===== src/rtl/tx_rst_pkg.sv =====
// Shared types and default constants for the TX quad reset sequencer.
package tx_rst_pkg;

  typedef enum logic [2:0] {
    ST_QUAD_RESET = 3'd0,
    ST_WAIT_T1    = 3'd1,
    ST_CHECK_PLOL = 3'd2,
    ST_WAIT_T2    = 3'd3,
    ST_NORMAL     = 3'd4,
    ST_FAIL       = 3'd5
  } tx_rst_state_e;

  localparam int DEF_NUM_CH    = 4;
  localparam int DEF_T1_W      = 3;
  localparam int DEF_T2_W      = 19;
  localparam int DEF_LOL_DEB   = 4;
  localparam int DEF_MAX_RETRY = 7;

  // Retry counter increment that holds at 15 instead of wrapping.
  function automatic logic [3:0] sat_inc4(input logic [3:0] v);
    return (v == 4'hF) ? v : v + 4'd1;
  endfunction

endpackage


===== src/rtl/tx_rst_timer.sv =====
// Clearable up-counter; o_term is one selected bit of the count, so a dwell
// of 2^TERM_BIT cycles is measured from the last clear.
module tx_rst_timer #(
  parameter int W        = 3,
  parameter int TERM_BIT = W - 1
) (
  input  logic refclkdiv2,
  input  logic rst_n,
  input  logic i_clr,
  input  logic i_en,
  output logic o_term
);

  logic [W-1:0] r_cnt;

  // Clear has priority over counting.
  always_ff @(posedge refclkdiv2 or negedge rst_n) begin
    if (!rst_n)     r_cnt <= '0;
    else if (i_clr) r_cnt <= '0;
    else if (i_en)  r_cnt <= r_cnt + W'(1);
  end

  assign o_term = r_cnt[TERM_BIT];

endmodule


===== src/rtl/tx_quad_rst_ctrl.sv =====
// TX reset sequencer for one SERDES quad: quad reset, PLL lock wait with
// bounded retry, debounced lock-loss re-reset, per-lane enable mask.
// Build option: TX_RST_SIM_SHORT_EN shortens the PLL-lock wait to 17 cycles.
//
// state         | meaning
// QUAD_RESET    | clear timer1, quad and lanes held in reset
// WAIT_T1       | quad reset dwell
// CHECK_PLOL    | quad released, clear timer2
// WAIT_T2       | PLL lock dwell, LOL sampled at terminal
// NORMAL        | lanes released per ch_en, LOL debounced
// FAIL          | retries exhausted, held until sw_rst_req
module tx_quad_rst_ctrl
  import tx_rst_pkg::*;
#(
  parameter int NUM_CH    = DEF_NUM_CH,
  parameter int T1_W      = DEF_T1_W,
  parameter int T2_W      = DEF_T2_W,
  parameter int LOL_DEB   = DEF_LOL_DEB,
  parameter int MAX_RETRY = DEF_MAX_RETRY
) (
  input  logic              refclkdiv2,
  input  logic              rst_n,
  input  logic              tx_pll_lol_qd_s,
  input  logic [NUM_CH-1:0] ch_en,
  input  logic              sw_rst_req,
  output logic              rst_qd_c,
  output logic [NUM_CH-1:0] tx_pcs_rst_ch_c,
  output logic              tx_ready,
  output logic              lock_fail,
  output logic [3:0]        retry_cnt
);

`ifdef TX_RST_SIM_SHORT_EN
  localparam int LP_T2_TERM = 4;
`else
  localparam int LP_T2_TERM = T2_W - 1;
`endif
  localparam logic [3:0] LP_LOL_DEB   = 4'(LOL_DEB);
  localparam logic [3:0] LP_MAX_RETRY = 4'(MAX_RETRY);

  logic              r_lol_meta;
  logic              r_lol_s;
  tx_rst_state_e     r_state;
  tx_rst_state_e     w_state_nxt;
  logic [3:0]        r_deb_cnt;
  logic [3:0]        w_deb_nxt;
  logic [3:0]        w_deb_inc;
  logic [3:0]        r_retry_cnt;
  logic [3:0]        w_retry_nxt;
  logic [3:0]        w_retry_inc;
  logic              w_t1_term;
  logic              w_t2_term;
  logic              r_rst_qd;
  logic [NUM_CH-1:0] r_tx_pcs_rst;
  logic              r_tx_ready;
  logic              r_lock_fail;
  logic              w_rst_qd_nxt;
  logic [NUM_CH-1:0] w_tx_pcs_rst_nxt;
  logic              w_tx_ready_nxt;
  logic              w_lock_fail_nxt;

  tx_rst_timer #(.W(T1_W), .TERM_BIT(T1_W - 1)) u_timer1 (
    .refclkdiv2 (refclkdiv2),
    .rst_n      (rst_n),
    .i_clr      (r_state == ST_QUAD_RESET),
    .i_en       (r_state == ST_WAIT_T1),
    .o_term     (w_t1_term)
  );

  tx_rst_timer #(.W(T2_W), .TERM_BIT(LP_T2_TERM)) u_timer2 (
    .refclkdiv2 (refclkdiv2),
    .rst_n      (rst_n),
    .i_clr      (r_state == ST_CHECK_PLOL),
    .i_en       (r_state == ST_WAIT_T2),
    .o_term     (w_t2_term)
  );

  // LOL synchroniser; reset to 1 so lock is assumed lost until proven otherwise.
  always_ff @(posedge refclkdiv2 or negedge rst_n) begin
    if (!rst_n) begin
      r_lol_meta <= 1'b1;
      r_lol_s    <= 1'b1;
    end else begin
      r_lol_meta <= tx_pll_lol_qd_s;
      r_lol_s    <= r_lol_meta;
    end
  end

  // Next-state, counter and output decode; sw_rst_req overrides everything.
  always_comb begin
    w_state_nxt      = r_state;
    w_retry_nxt      = r_retry_cnt;
    w_deb_nxt        = '0;
    w_retry_inc      = sat_inc4(r_retry_cnt);
    w_deb_inc        = r_deb_cnt + 4'd1;
    w_rst_qd_nxt     = 1'b1;
    w_tx_pcs_rst_nxt = '1;
    w_tx_ready_nxt   = 1'b0;
    w_lock_fail_nxt  = 1'b0;

    if (sw_rst_req) begin
      w_state_nxt = ST_QUAD_RESET;
      w_retry_nxt = '0;
    end else begin
      case (r_state)
        ST_QUAD_RESET: w_state_nxt = ST_WAIT_T1;
        ST_WAIT_T1:    if (w_t1_term) w_state_nxt = ST_CHECK_PLOL;
        ST_CHECK_PLOL: w_state_nxt = ST_WAIT_T2;
        ST_WAIT_T2: begin
          if (w_t2_term) begin
            if (!r_lol_s) begin
              w_state_nxt = ST_NORMAL;
              w_retry_nxt = '0;
            end else begin
              w_retry_nxt = w_retry_inc;
              w_state_nxt = (w_retry_inc == LP_MAX_RETRY) ? ST_FAIL : ST_QUAD_RESET;
            end
          end
        end
        ST_NORMAL: begin
          if (r_lol_s) begin
            if (w_deb_inc >= LP_LOL_DEB) w_state_nxt = ST_QUAD_RESET;
            else                         w_deb_nxt   = w_deb_inc;
          end
        end
        ST_FAIL:       w_state_nxt = ST_FAIL;
        default:       w_state_nxt = ST_QUAD_RESET;
      endcase
    end

    case (w_state_nxt)
      ST_CHECK_PLOL, ST_WAIT_T2: w_rst_qd_nxt = 1'b0;
      ST_NORMAL: begin
        w_rst_qd_nxt     = 1'b0;
        w_tx_pcs_rst_nxt = ~ch_en;
        w_tx_ready_nxt   = 1'b1;
      end
      ST_FAIL:  w_lock_fail_nxt = 1'b1;
      default:  w_rst_qd_nxt    = 1'b1;
    endcase
  end

  // State, counters and outputs all update on the same edge.
  always_ff @(posedge refclkdiv2 or negedge rst_n) begin
    if (!rst_n) begin
      r_state      <= ST_QUAD_RESET;
      r_deb_cnt    <= '0;
      r_retry_cnt  <= '0;
      r_rst_qd     <= 1'b1;
      r_tx_pcs_rst <= '1;
      r_tx_ready   <= 1'b0;
      r_lock_fail  <= 1'b0;
    end else begin
      r_state      <= w_state_nxt;
      r_deb_cnt    <= w_deb_nxt;
      r_retry_cnt  <= w_retry_nxt;
      r_rst_qd     <= w_rst_qd_nxt;
      r_tx_pcs_rst <= w_tx_pcs_rst_nxt;
      r_tx_ready   <= w_tx_ready_nxt;
      r_lock_fail  <= w_lock_fail_nxt;
    end
  end

  assign rst_qd_c        = r_rst_qd;
  assign tx_pcs_rst_ch_c = r_tx_pcs_rst;
  assign tx_ready        = r_tx_ready;
  assign lock_fail       = r_lock_fail;
  assign retry_cnt       = r_retry_cnt;

endmodule


===== config.mk =====
export PLATFORM = sky130hd
export DESIGN_NAME = tx_quad_rst_ctrl
export DESIGN_NICKNAME = d
export VERILOG_FILES = /design/src/rtl/tx_rst_pkg.sv /design/src/rtl/tx_rst_timer.sv /design/src/rtl/tx_quad_rst_ctrl.sv
export SDC_FILE = /design/constraint.sdc
export NUM_CORES = 1
export LEC_CHECK = 0
export CAP_MARGIN = 20
export CORE_AREA = 5 5 66 68
export CTS_CLUSTER_DIAMETER = 40
export DETAILED_ROUTE_END_ITERATION = 16
export DIE_AREA = 0 0 71 73
export PLACE_DENSITY = 0.8
export SKIP_CTS_REPAIR_TIMING = 1
export SLEW_MARGIN = 20
export SYNTH_ARGS = -nofsm -noshare
export SYNTH_HDL_FRONTEND = slang
export SYNTH_SLANG_ARGS = --single-unit

===== constraint.sdc =====
create_clock -name refclkdiv2 -period 3.9 [get_ports refclkdiv2]
set_clock_uncertainty 0.15 [all_clocks]
set_input_delay 1.17 -clock refclkdiv2 [delete_from_list [all_inputs] [get_ports refclkdiv2]]
set_output_delay 1.17 -clock refclkdiv2 [all_outputs]
set_load 0.01 [all_outputs]

==> results.md <==
- Status: complete, no violations
- Clock Latency Late Sink: between 0.2 and 0.3 ns
- Peak supply drop: 0.000345 V
- Vias in the first global route: between 1500 and 2000
- TritonCTS clock tree: done
- Max FO, Critical Path: 9
- Final setup fails: 0
- Post-synth EDFFs: 0
- Die X: 71 um
- Antenna violations before repair: 0
- Synth Warn #: 0
- RSZ-0062 raised after global routing: false
- Worst path slowest cell: clkdlybuf4s50_1
- H-tree levels: 2
- Min-Delay Path Depth: 0
- Startpoint type of the worst setup path: flip-flop
- Req. time, crit path: 2.58 ns
- Ys async rst share: 100%
- Dpl hpwl: about 2700 um
- Final Critical Period: about 2.7 ns
- Cell accounting for the most synthesized area: dfrtp_1
- Final Hold Fails: 0
- Num Clock Sinks: 42
- Critical path's top delay family: buffers and inverters
- Diodes inserted: 0
- Mapped Area: 0.00212 mm2
- Top cell type's share of synthesized area: 41.3%
- Hold crit path type: flip-flop to flip-flop
- Reg2reg setup slack: 1.67 ns
- Post-synthesis register bit count: 42
- Buffer and inverter count on the worst path: 1
- RD Place Congestion: between 0.7 and 0.8
- Slew Limit Fails: 0
- DRT antenna net count: 0
- GRT Util Overall: 16.9%
- Commonest non-fill, non-tap cell in the layout: dfrtp_1
- Max-Cap Viols: 0
- Slew of the pin with the lowest slew margin: around 0.92 ns
- Fin crit share: 68.7%
- CTS max path bufs: 2
- DR pass1 iterations: 4
- Routed vias/inst: 5.81
- Largest net degree at the start of global routing: 43
- Routed vias: ~1600
- Synth area leaders: dfrtp_1 (41%), dfstp_2 (8.7%), o21ai_0 (3.8%)
- CTS Buf Count: 5
- Die height: ~73 um
- Yosys cell types: 51
- Routed length per instance: between 10 and 15 um
- Critical path arrival: 1.36 ns
- Top-Level Pins: 19
- Critical R2R Capture: tx_ready$_DFF_PN0_
- Hold EP: r_lol_s$_DFF_PN1_
- Root buf cell: clkbuf_8
- Syn_area_per_cell: 9.90 um2
- Power density over cell area: between 300 and 400 mW/mm2
- Setup_tns: 0 ns
- Max frequency: roughly 370 MHz
- Most frequent cells in the layout: dfrtp_1 (35), nand2_1 (21), clkdlybuf4s50_1 (17), o21ai_0 (16), nand3_1 (15)
- Worst hold start: r_lol_meta$_DFF_PN1_
- Endpoint type of the worst setup path: output pin
- Worst hold slack: around 0.21 ns
- Crit path largest cell delay: ~0.59 ns
- First-pass GRT wire length: between 6000 and 7000 um
- Cells on worst reg2reg path: 4
- Rows: 23
- Post-route DRC: 0
- Filler cells: between 300 and 400
- Syn Inst Count: 214
- Wirelength, routed: 3980 um
- Total die area: between 0.005 and 0.006 mm2
- Nets: ~240
- Area delta synth->final: 15.2%
- RR Startpoint: r_state[0]$_DFF_PN0_
- Primary FF master, synth: dfrtp_1
- Share of layout cells above drive strength 1: 9.52%
- I/O Buffers: 18
- Worst setup path category: flip-flop to output pin
- Core area: around 0.0038 mm2
- Sequential fraction of the synthesis area: 50.0%
- Initial Util: a little under three fifths
- Slew headroom: between 30% and 40%
- Lkg Pwr: around 0.0011 uW
- Crit path cell chain: clkdlybuf4s50_1
- Clk slew on worst S/H paths: 0.08 ns
- Grt ovf: 0
- Initial DRC count: ~110
==> per-stage QoR <==
stage / util, % / std cells / setup WS (ns) / instance area (um2) / total power, uW
3_3_place_gp: 60.5 / 273 / 1.26 / 2300 / 507
3_5_place_dp: 60.5 / 273 / 1.22 / 2300 / 509
6_report: 64.3 / 281 / 1.22 / 2440 / 915
5_1_grt: 64.3 / 281 / 1.17 / 2440 / 952
2_1_floorplan: - / 215 / 1.79 / 2120 / 487
4_1_cts: 64.3 / 281 / 1.21 / 2440 / 923
==> final cells by class <==
type / count / area [um2] / share of cell area, %
well taps: 50 / 62.6 / 2.56
flip-flops and latches: 42 / 1060 / 43.4
clock inverters: 2 / 60.1 / 2.46
clock buffers: 6 / 82.6 / 3.38
inverters: 6 / 22.5 / 0.923
multi-input cells: 157 / 978 / 40.1
repair buffers: 18 / 175 / 7.18
==> sequential cells by signal (all words and copies together), names as in the netlist <==
signal	flops
tx_pcs_rst_ch_c	4
tx_ready	1
u_timer2.r_cnt	19
r_deb_cnt	4
r_lol_s	1
retry_cnt	4
u_timer1.r_cnt	3
r_lol_meta	1
lock_fail	1
r_state	3
rst_qd_c	1
==> worst max path at each step <==
stage          slack (ns)                           end  depth (start not counted)                startpoint
2_1_floorplan        1.79            tx_ready$_DFF_PN0_                          4                sw_rst_req
3_3_place_gp         1.26            tx_ready$_DFF_PN0_                          4                sw_rst_req
3_5_place_dp         1.22  tx_pcs_rst_ch_c[2]$_DFF_PN1_                          4                sw_rst_req
4_1_cts              1.21                  retry_cnt[0]                          1  retry_cnt[0]$_DFFE_PN0P_
5_1_grt              1.17                  retry_cnt[0]                          1  retry_cnt[0]$_DFFE_PN0P_
6_report             1.22                  retry_cnt[0]                          1  retry_cnt[0]$_DFFE_PN0P_
==> metal layers <==
metal  GRT usage (%)  wire [um]  vias to the layer above
met4            7.72         90                        0
met3            3.17        137                        9
met1            22.0       1810                      783
met5               0          0                        -
met2            27.6       1940                       25
li1                -          -                      816
==> cells in the mapped netlist (3+ instances only) <==
master,number
a21o_1,3
a21oi_1,13
and2_1,4
and3_1,3
and4_1,3
buf_2,4
clkbuf_1,3
dfrtp_1,35
dfstp_2,7
ha_1,4
inv_1,6
nand2_1,21
nand2b_1,3
nand3_1,15
nand4_1,4
nor2_1,10
nor3_1,6
nor4_1,3
o21ai_0,16
o31ai_1,3
or3_1,5
xor2_1,6
==> kinds of logic (layout without fill, tap and decap cells) <==
logic type | after synthesis | in the layout | synth area share, %
and+or+nand+nor | 93 | 93 | 24.6
AOI/OAI and AO/OA | 51 | 51 | 15.9
DFF | 42 | 42 | 50.0
buffers and inverters | 16 | 32 | 3.96
xor gates and xnor gates | 7 | 7 | 2.89
adders and majority gates | 4 | 4 | 2.36
other | 1 | 2 | 0.177
==> power breakdown <==
group | switching, uW | internal, uW
clock | 143 | 273
combinational | 23.4 | 16.2
sequential | 13.8 | 446
total | 180 | 735
(Power assumes the default switching activity.)
